**src/rtl/seg_scan_decoder.sv**
```systemverilog
// Passive monitor for a two-group multiplexed seven-segment scan: recovers the
// eight displayed hex digits and presents them as one 32-bit word per complete frame.
module seg_scan_decoder #(
   parameter int unsigned STABLE_CYCLES = 4,
   parameter int unsigned CNT_W         = 8
) (
   input  logic        clk,
   input  logic        rst,
   input  logic [3:0]  an1,
   input  logic [3:0]  an2,
   input  logic [7:0]  seg1,
   input  logic [7:0]  seg2,
   output logic        frame_valid,
   output logic [31:0] frame_value,
   output logic [7:0]  frame_dp,
   output logic [7:0]  frame_bad
);

   localparam logic [CNT_W-1:0] STABLE = CNT_W'(STABLE_CYCLES);
   localparam logic [CNT_W-1:0] ONE    = CNT_W'(1);

   // Index [1] is the upper group (an1/seg1), index [0] the lower group.
   logic [23:0]            sync1_q, sync2_q;
   logic [1:0][11:0]       samp;
   logic [1:0][11:0]       prev_q, prev_d;
   logic [1:0][CNT_W-1:0]  cnt_q, cnt_d;
   logic [1:0]             cap;
   logic [1:0][2:0]        cap_slot;
   logic [1:0][4:0]        cap_glyph;
   logic [1:0]             cap_dp;

   logic [31:0] shadow_nib_q, shadow_nib_d;
   logic [7:0]  shadow_dp_q, shadow_dp_d;
   logic [7:0]  shadow_bad_q, shadow_bad_d;
   logic [7:0]  mask_q, mask_d;
   logic        frame_valid_d;
   logic [31:0] frame_value_d;
   logic [7:0]  frame_dp_d, frame_bad_d;

   function automatic logic [1:0] an_idx(input logic [3:0] an);
      an_idx = 2'd0;
      for (int i = 0; i < 4; i++) begin
         if (an[i]) an_idx = 2'(i);
      end
   endfunction

   // Returns {bad, nibble}; unknown glyphs decode to nibble 0 with bad set.
   function automatic logic [4:0] glyph_decode(input logic [6:0] s);
      case (s)
         7'h3F: glyph_decode = 5'h00;
         7'h06: glyph_decode = 5'h01;
         7'h5B: glyph_decode = 5'h02;
         7'h4F: glyph_decode = 5'h03;
         7'h66: glyph_decode = 5'h04;
         7'h6D: glyph_decode = 5'h05;
         7'h7D: glyph_decode = 5'h06;
         7'h07: glyph_decode = 5'h07;
         7'h7F: glyph_decode = 5'h08;
         7'h6F: glyph_decode = 5'h09;
         7'h77: glyph_decode = 5'h0A;
         7'h7C: glyph_decode = 5'h0B;
         7'h39: glyph_decode = 5'h0C;
         7'h5E: glyph_decode = 5'h0D;
         7'h79: glyph_decode = 5'h0E;
         7'h71: glyph_decode = 5'h0F;
         default: glyph_decode = 5'h10;
      endcase
   endfunction

   assign samp = sync2_q;

   // Per-group stability tracker; capture fires once when the count first hits STABLE.
   always_comb begin
      prev_d    = samp;
      cnt_d     = '0;
      cap       = '0;
      cap_slot  = '0;
      cap_glyph = '0;
      cap_dp    = '0;
      for (int g = 0; g < 2; g++) begin
         if ($onehot(samp[g][11:8])) begin
            if (samp[g] != prev_q[g]) begin
               cnt_d[g] = ONE;
            end else if (cnt_q[g] >= STABLE) begin
               cnt_d[g] = STABLE;
            end else begin
               cnt_d[g] = cnt_q[g] + ONE;
            end
            cap[g] = (cnt_d[g] == STABLE) &&
                     !((samp[g] == prev_q[g]) && (cnt_q[g] == STABLE));
         end
         cap_slot[g]  = {(g == 1), an_idx(samp[g][11:8])};
         cap_glyph[g] = glyph_decode(samp[g][6:0]);
         cap_dp[g]    = samp[g][7];
      end
   end

   // Frame assembler: copy out the cycle after the mask fills, captures still land.
   always_comb begin
      shadow_nib_d  = shadow_nib_q;
      shadow_dp_d   = shadow_dp_q;
      shadow_bad_d  = shadow_bad_q;
      mask_d        = (mask_q == 8'hFF) ? 8'h00 : mask_q;
      frame_valid_d = (mask_q == 8'hFF);
      frame_value_d = frame_value;
      frame_dp_d    = frame_dp;
      frame_bad_d   = frame_bad;
      if (frame_valid_d) begin
         frame_value_d = shadow_nib_q;
         frame_dp_d    = shadow_dp_q;
         frame_bad_d   = shadow_bad_q;
      end
      for (int g = 0; g < 2; g++) begin
         if (cap[g]) begin
            shadow_nib_d[cap_slot[g]*4 +: 4] = cap_glyph[g][3:0];
            shadow_bad_d[cap_slot[g]]        = cap_glyph[g][4];
            shadow_dp_d[cap_slot[g]]         = cap_dp[g];
            mask_d[cap_slot[g]]              = 1'b1;
         end
      end
   end

   always_ff @(posedge clk or negedge rst) begin
      if (!rst) begin
         sync1_q      <= '0;
         sync2_q      <= '0;
         prev_q       <= '0;
         cnt_q        <= '0;
         shadow_nib_q <= '0;
         shadow_dp_q  <= '0;
         shadow_bad_q <= '0;
         mask_q       <= '0;
         frame_valid  <= 1'b0;
         frame_value  <= '0;
         frame_dp     <= '0;
         frame_bad    <= '0;
      end else begin
         sync1_q      <= {an1, seg1, an2, seg2};
         sync2_q      <= sync1_q;
         prev_q       <= prev_d;
         cnt_q        <= cnt_d;
         shadow_nib_q <= shadow_nib_d;
         shadow_dp_q  <= shadow_dp_d;
         shadow_bad_q <= shadow_bad_d;
         mask_q       <= mask_d;
         frame_valid  <= frame_valid_d;
         frame_value  <= frame_value_d;
         frame_dp     <= frame_dp_d;
         frame_bad    <= frame_bad_d;
      end
   end

endmodule

```
**config.mk**
```make
export PLATFORM = sky130hd
export DESIGN_NAME = seg_scan_decoder
export DESIGN_NICKNAME = d
export VERILOG_FILES = /design/src/rtl/seg_scan_decoder.sv
export SDC_FILE = /design/constraint.sdc
export NUM_CORES = 1
export LEC_CHECK = 0
export CAP_MARGIN = 10
export CORE_UTILIZATION = 50
export DETAILED_ROUTE_END_ITERATION = 8
export PLACE_DENSITY = 0.74
export SYNTH_ARGS = -nofsm -noshare
export SYNTH_HDL_FRONTEND = slang
export SYNTH_SLANG_ARGS = --single-unit
```
**constraint.sdc**
```tcl
create_clock -name clk -period 2.6 [get_ports clk]
set_input_delay 0.52 -clock clk [delete_from_list [all_inputs] [get_ports clk]]
set_output_delay 0.52 -clock clk [all_outputs]
set_load 0.02 [all_outputs]
```
After elaboration in Yosys (flattened, before gate mapping)
Cells that the tools add are included. Widths: inputs -> output; s select.

Logic and storage cells: 124. Bits of input ports: 26. Flip-flop bits (word level): 193.

$lt $le $gt $ge: 6. Bitwise logic cells: 2. Muxes and demuxes: 37. Reductions and logical operators: 8. $add $sub $neg: 10. Shifts and indexed selects: 4. Equal/unequal tests: 43.

Operators with widths (number): $eq 7x7->1 const B (24); $pmux 5 s16 (2); $mux 8 (15); $shift 4x34->32 const A (2); $shiftx 4x34->32 (2); $bwmux 32 (2); $mux 32 (2); $neg 4->34 (1); $neg 5->34 (1); $bwmux 8 (4); $eq 8x3->1 const B (4); $eq 7x3->1 const B (4); $eq 7x6->1 const B (4); $eq 12x12->1 (2); $ne 12x12->1 (2); $add 8x1->8 const B (2); $ge 8x3->1 const B (2); $add 1x1->2 (4); $eq 8x8->1 const B (1); $mux 2 (4); $or 8x4->8 (1); $or 8x8->8 (1); $add 2x2->3 (2); $eq 3x1->1 const B (2); 8 further kinds (20).

Longest topological paths before layout
Gate-level depths: netlist of the first run.

Word-level depth: 11. Gate-level depth with buffers: 12. Depth with buffers taken out: 11.

Worst setup path after synthesis of the first run
No wires, ideal clock.

Kind: register -> register. Start point: reg sync2_q[20] (netlist: prev_d[20]). End point: reg shadow_bad_q[4]. Stages on the path, launching flop included: 12. Setup slack: -0.217 ns. Library setup time: 0.125 ns. Arrival: 2.693 ns. Required time: 2.475 ns. Cells stage by stage: dfrtp_1 > inv_1 > fa_1 > inv_1 > ha_1 > ha_1 > nor3b_1 > inv_1 > nor4b_2 > and3_1 > buf_4 > mux2_2.

Cells in the longest elaborated chain, start to end: 7. Elaborated cells on any way between the ends: 13. Those cells by class: add/sub (2); eq/ne (4); mux (4); reduce/logical (3).

Ends and longest elaborated chain: start: declaration (line 23) `logic [23:0] sync1_q, sync2_q;`; start signal: assignment (line 139) `sync2_q <= sync1_q;`; $ne 12x12->1 (line 82) `if (samp[g] != prev_q[g]) begin`; $mux 8 (line 82); $mux 8 (line 81) `if ($onehot(samp[g][11:8])) begin`; $eq 8x3->1 (line 89) `cap[g] = (cnt_d[g] == STABLE) &&`; $logic_and 1x1->1 (line 89); $mux 1 (*) (line 81); $mux 8 (*) (line 114) `if (cap[g]) begin`; end signal: assignment (line 144) `shadow_bad_q <= shadow_bad_d;`; end: declaration (line 34) `logic [7:0] shadow_bad_q, shadow_bad_d;`.

Mark *: on every way between the ends. The rest lies on a longest branch, timed or not. The select of a mux whose other input is x is not followed. A chain may end at the register's enable or synchronous reset.

Worst setup path in the final report of the first run
Start point: reg sync2_q[23] (netlist: prev_d[23]). End point: reg shadow_bad_q[4].

Cells in the longest elaborated chain, start to end: 7. Elaborated cells on any way between the ends: 20. Those cells by class: add/sub (2); order compare (2); eq/ne (4); mux (8); reduce/logical (4).

Ends and longest elaborated chain: $mux 2 or $ne 12x12->1 (tied branches) (line 43, 82); $lt 3x4->1 (not written as such), or another cell as far along (line 116) `shadow_bad_d[cap_slot[g]] = cap_glyph[g][4];`; $logic_and 1x1->1 (not written as such) or $mux 8 (tied branches) (line 116, 81); $mux 1 (not written as such) or $eq 8x3->1 (tied branches) (line 116, 89); $demux 1 s2 or $logic_and 1x1->1 (tied branches) (line 116, 89); $bwmux 8 or $mux 1 (tied branches) (line 116, 81); $mux 8 (*) (line 114).

Marks and branches as above.

==> results.yml, run 1 <==
run_status:
  status: "finished, violations left"
  violations: "negative setup slack"
critical_path:
  regToRegStartpoint: "prev_d[23]"
  critPathMaxFanout: 9
  endpoint_kind: "flop"
  crit_type: "reg -> reg"
  critPathLaunchType: "flop"
  reg2reg_setup_slack_ns: -0.16
  r2r_cells: 11
  rr_endpoint: "shadow_bad_q[4]"
  crit_arrival_ns: 3.07
  critPathMostFrequentCell: "inv_2"
  crit_chain: "inv_2 > fa_1 > inv_2 > ha_4 > ha_4 > nor3b_4 > inv_2 > nor4b_4 > and3_4 > buf_12 > mux2_4"
  critical_path_required_ns: 2.92
  slowest_stage: "fa_1"
  slowest_delay_ns: 0.54
global_route:
  antenna_found_initial: 0
  overflow: 0
  grt.met3_usage_pct: 4.49
  top_usage_layer: "met2"
  grt_pass1_wl_um: 28000
  grt_usage_pct: 22.0
  gr-usage-met1_pct: 29.3
  grt_max_degree: 78
  use_met2_pct: 35.7
  grt_pass1_vias: 5791
sta:
  fin_ws_ns: -0.155
  fin_crit_ns: 2.76
  worstMarginPinSlew_ns: 0.963
  max-slew-margin-rel_pct: 35.0
  hold_viol_final: 0
  max_freq_mhz: 363
  finClkSkew_ns: 0.00850
  period_share_pct: 106
  rsz0062_at_grt: "true"
  final_max_slew_viol_count: 0
  finalSetupViolCount: 36
place:
  io_buffers: 74
  placed_area_sq_um: 9350
  globalplace.congestion: 0.851
  dp_hpwl_um: 11500
  dp_slack_ns: -0.280
die:
  num_io_pins: 75
  rows: 46
  die_y_um: 129
  start_util_pct: 50.9
  dieArea_sq_um: 16600
  die_w_um: 129
  core_sq_um: 15800
pwr:
  p_comb_share_pct: 7.4
  internal_power_mw: 4.88
  switching_share_pct: 22.7
  p_per_area_nw_per_um2: 616
  leakagePower_nw: 4.92
  vdd_drop_max_mv: 0.401
  p_seq_share_pct: 49.6
  clkPwrFrac_pct: 43.1
  switchingPower_mw: 1.43
clock_tree:
  clock_latency_ns: 0.43
  path_clk_slew_ns: 0.07
  clock_tree.buffer_depth: 2
  clock-sinks: 193
  hold_buffers: 0
  cts_tree: "yes"
  cts_max_level: 4
  cts_buffers: 17
  root_buffer: "clkbuf_16"
yosys:
  ys_warn_count: 0
  synth_most_common_cell: "nand2_1"
  synthFlopType: "dfrtp_1"
  ys_async_sr_fraction_pct: 100
  avgSynthCellArea_sq_um: 10.8
  synth_top_area_share_pct: 59.9
  ys_types: 62
  ys_ff_latch: 193
  ys_top_cells_by_area: "dfrtp_1 60%, nand2_1 9.7%, mux2_2 3.4%, ha_1 2.9%, mux2i_1 2.4%"
  synth.top_cells.by_count: "208 x nand2_1, 193 x dfrtp_1, 27 x inv_1"
  synth_edf_count: 0
  syn_area_sq_um: 8060
  synth_cells: 744
  synth_top_area_cell: "dfrtp_1"
  synth_seq_area_share_pct: 59.9
drt:
  drt_iter0_drc: 305
  drt-pass1-iter-count: 4
  vias_per_cell: 5.17
  ant_nets: 0
  route.vias.total: 5666
  routed_wirelength_um: 17000
  drt-wirelength-per-cell_um: 15.6
  drc_errors: 0
finish:
  final_nets: 914
  stdcell_area_sq_um: 10300
  area_growth_pct: 27.2
  final_core_util_pct: 64.8
  diodes: 0
  drive_gt1_share_pct: 17.8
  multiInputGateArea_sq_um: 3250
  regArea_sq_um: 4830
  nFillCells: 1206
job:
  max_cap_viol_count: 0
min_path:
  min_path_type: "in -> async"
[worst max-delay path by stage]
stage / to / cells past startpoint / slack (ns) / startpoint
6_report: shadow_bad_q[4] / 11 / -0.16 / prev_d[23]
5_1_grt: shadow_nib_q[13] / 12 / -0.29 / prev_d[23]
4_1_cts: shadow_bad_q[4] / 11 / -0.13 / prev_d[23]
3_5_place_dp: shadow_nib_q[9] / 12 / -0.28 / prev_d[23]
3_3_place_gp: shadow_nib_q[8] / 12 / -0.21 / prev_d[23]
2_1_floorplan: shadow_bad_q[4] / 11 / -0.14 / prev_d[23]
[metal layers]
metal  vias up  part of all wire, %
li1       2710                    -
met1      2800                   45
met2       136                   49
met3        20                  4.0
met4         0                  1.5
met5         -                    0
[flip-flops by register name (all words and copies together), names as in the netlist]
register,flops
frame_valid,1
frame_value,32
shadow_dp_q,8
sync1_q,24
shadow_nib_q,32
mask_q,8
cnt_q,16
frame_bad,8
prev_d,24
shadow_bad_q,8
prev_q,24
frame_dp,8
[metrics by stage]
step | TNS, ns | cells | power [mW] | hold WS, ns
final | -3.40 | 1096 | 6.32 | 0.0655
after global routing | -8.50 | 1096 | 6.56 | 0.0904
after CTS | -2.44 | 1091 | 6.34 | 0.0700
after detailed placement | -7.76 | 1054 | 3.58 | 0.336
after global placement | -5.85 | 1054 | 3.56 | 0.332
after floorplan | -0.880 | 753 | 3.37 | 0.224
[area by class of cell]
class,count,area share (%)
Sequential cell,193,47.1
Multi-Input combinational cell,501,31.7
Timing Repair Buffer,127,11.5
Clock buffer,22,4.63
Tap cell,216,2.64
Clock inverter,10,1.43
Inverter,27,0.989
[worst max-delay path, delay by kind of cell (launching register included)]
kind / cells / cell delay (ns)
fa+ha+maj: 3 / 0.94
simple gates: 3 / 0.72
buf+inv: 4 / 0.32
mux: 1 / 0.30
flops: 1 / 0.36
[cells by family (layout without fill, tap and decap cells)]
| group | count (synthesis) | after routing | synth area share [%] |
|---|---|---|---|
| flip-flops | 193 | 193 | 59.9 |
| multiplexers | 44 | 44 | 5.90 |
| XOR/XNOR | 25 | 25 | 2.72 |
| other | 1 | 10 | 0.0465 |
| adder cells (fa/ha/maj) | 21 | 21 | 3.45 |
| AO/OA/AOI/OAI | 56 | 56 | 4.66 |
| buffers and inverters | 60 | 186 | 3.21 |
| AND/OR/NAND/NOR | 344 | 345 | 20.1 |
[what timing repair did]
action                                  in CTS  in global routing
endpoints found under the setup margin      41                 50
pin swaps                                   11                  7
setup buffers                                4                  5
gates resized for setup                     36                 15
cloned                                       1                  0
[cell usage in the layout (no fill, tap or decap), types with 4 or more instances in the layout]
cell             instances
o21ai_0                  9
conb_1                  10
clkbuf_8                 4
clkdlybuf4s50_1         73
dfrtp_1                193
xnor2_1                  8
nor3b_1                  4
xor2_1                  17
nand2b_1                12
nor3_1                  15
or3_1                    4
nand4_1                  4
buf_4                   48
inv_2                    6
mux2_2                  21
a21oi_1                 11
a22oi_1                  5
ha_4                     4
ha_1                    15
nor4_1                   9
nor2b_1                 12
nand2_2                  4
nand3b_1                 4
and2_1                   4
mux2_4                   4
nor2_1                  21
or2_2                    4
clkbuf_16               17
nand2_1                198
nand3_1                 12
mux2i_1                 19
nand2_4                  5
inv_1                   21
[power by group through the flow]
stage                     clock network, mW  registers (mW)  logic (mW)
after global routing                   2.90            3.14       0.518
after CTS                              2.77            3.13       0.440
final                                  2.72            3.13       0.465
after global placement                    0            3.18       0.380
after detailed placement                  0            3.19       0.394
after floorplan                           0            3.16       0.210
(Power assumes the default switching activity.)
==> inputs of run 2 (changes only) <==
- PLACE_DENSITY: 0.74 -> 0.83
- TNS_END_PERCENT: unset -> 100
==> run 2 against run 1 <==
  * Critical path type unchanged
  * Largest power group unchanged
  * Total power fell by 3.2%
  * Combinational power fell by 9.2%
  * Sequential share of layout area rose by 0.78 points
  * Clock skew rose by 0.0010 ns
  * Register-to-register slack got worse by 0.04 ns
  * The run still ends with negative setup slack left
==> results.yml, run 2 (synthesis results as in run 1) <==
finish:
  area_growth_pct: 25.1
  diodes: 0
  stdcell_area_sq_um: 10100
  drive_gt1_share_pct: 16.3
  final_nets: 903
  final_core_util_pct: 63.7
  largestRegisters: "frame_value: 32 flops, shadow_nib_q: 32 flops"
  fin_cells: 1085
  final_cell_mix: "196 x nand2_1, 193 x dfrtp_1, 73 x clkdlybuf4s50_1"
  final_common_cell: "nand2_1"
sta:
  hold_viol_final: 0
  finalSetupViolCount: 38
  setup_tns_ns: -4.93
  rsz0062_at_grt: "true"
  worstMarginPinSlew_ns: 1.06
  final_max_slew_viol_count: 0
  timing.hold.ws_ns: 0.0655
  fin_crit_ns: 2.80
  max_freq_mhz: 358
  finClkSkew_ns: 0.00954
  max-slew-margin-rel_pct: 28.7
  period_share_pct: 108
  fin_ws_ns: -0.195
place:
  io_buffers: 74
  globalplace.congestion: 0.908
  placed_area_sq_um: 9320
  dp_hpwl_um: 11100
  dp_cells: 1048
  dp_slack_ns: -0.306
critical_path:
  endpoint_kind: "flop"
  crit_arrival_ns: 3.11
  crit_family: "adder cells"
  slowest_stage: "fa_1"
  crit_type: "reg -> reg"
  critical_path_required_ns: 2.92
  critPathMostFrequentCell: "inv_2"
  crit_buf_inv: 4
  critPathLaunchType: "flop"
  critPathMaxFanout: 7
  crit_chain: "inv_2 > fa_1 > inv_2 > ha_4 > ha_4 > nor3b_4 > inv_2 > nor4b_4 > and3_1 > buf_6 > mux2_4"
  slowest_delay_ns: 0.54
drt:
  drc_errors: 0
  drt_iter0_drc: 401
  ant_nets: 0
  drt-wirelength-per-cell_um: 15.0
  drt-pass1-iter-count: 5
  vias_per_cell: 5.15
  route.vias.total: 5583
  routed_wirelength_um: 16200
die:
  dieArea_sq_um: 16600
  rows: 46
  core_sq_um: 15800
  die_w_um: 129
  num_io_pins: 75
  start_util_pct: 50.9
  die_y_um: 129
global_route:
  grt_max_degree: 64
  grt_usage_pct: 21.6
  antenna_found_initial: 0
  grt_pass1_wl_um: 27400
  overflow: 0
  grt_pass1_vias: 5574
job:
  max_cap_viol_count: 0
pwr:
  p_per_area_nw_per_um2: 606
  vdd_drop_max_mv: 0.482
  p_total_mw: 6.11
  leakagePower_nw: 4.83
min_path:
  min_path_type: "in -> async"
clock_tree:
  cts_buffers: 17
  clock_latency_ns: 0.43
  root_buffer: "clkbuf_16"
  path_clk_slew_ns: 0.07
  cts_tree: "yes"
  cts_max_level: 4
  clock_tree.buffer_depth: 2
  clock-sinks: 193
run_status:
  status: "finished, violations left"
  violations: "negative setup slack"
==> run 2: cell count changes in the layout (fill, tap and decap cells not counted), sizes merged <==
cell	before	now
clkinvlp	1	3
or4b	4	3
clkinv	3	5
inv	30	29
bufinv	3	2
buf	53	43
clkbuf	23	21
==> run 2: metal layers <==
| layer | GRT usage (%) | routed length [um] |
|---|---|---|
| met5 | 0 | 0 |
| met4 | 8.79 | 257 |
| met1 | 29.0 | 7560 |
| met3 | 4.37 | 597 |
| met2 | 34.5 | 7820 |
==> run 2: cell type report <==
type | count | area, sq um
fillers | 1190 | 5740
clock inverters | 12 | 133
multi-input cells | 500 | 3180
inverters | 27 | 101
well taps | 216 | 270
clock buffers | 20 | 447
repair buffers | 117 | 1120
flip-flops and latches | 193 | 4830
==> run 2: worst reg2reg max path, stage by stage, from the launching register on <==
cell and delay (ns):
dfrtp_1 0.38, inv_2 0.05, fa_1 0.55, inv_2 0.06
ha_4 0.16, ha_4 0.21, nor3b_4 0.20, inv_2 0.08
nor4b_4 0.33, and3_1 0.22, buf_6 0.15, mux2_4 0.30
==> run 2: worst paths after layout <==
path	slack, ns	endpoint	depth (start not counted)	startpoint
hold reg to reg	0.35	prev_d[4]	0	sync1_q[4]
setup / recovery	-0.20	shadow_nib_q[16]	11	prev_d[20]
hold / removal	0.07	frame_dp[1]	1	rst
min in group clk	0.35	prev_d[4]	0	sync1_q[4]
max in group asynchronous	1.85	frame_value[26]	2	rst
setup reg to reg	-0.20	shadow_nib_q[16]	11	prev_d[20]
==> run 2: power by group <==
| group | internal (mW) | switching (mW) | total (mW) |
|---|---|---|---|
| clock | 1.44 | 1.11 | 2.56 |
| sequential | 3.07 | 0.0623 | 3.14 |
| combinational | 0.186 | 0.236 | 0.422 |
| total | 4.70 | 1.41 | 6.11 |
==> run 2: timing repair <==
action | CTS | global route
hold buffers | 0 | 0
gates resized for setup | 21 | 25
endpoints found under the hold margin | 0 | 0
endpoints found under the setup margin | 46 | 52
setup buffers | 5 | 0
pin swaps | 11 | 12
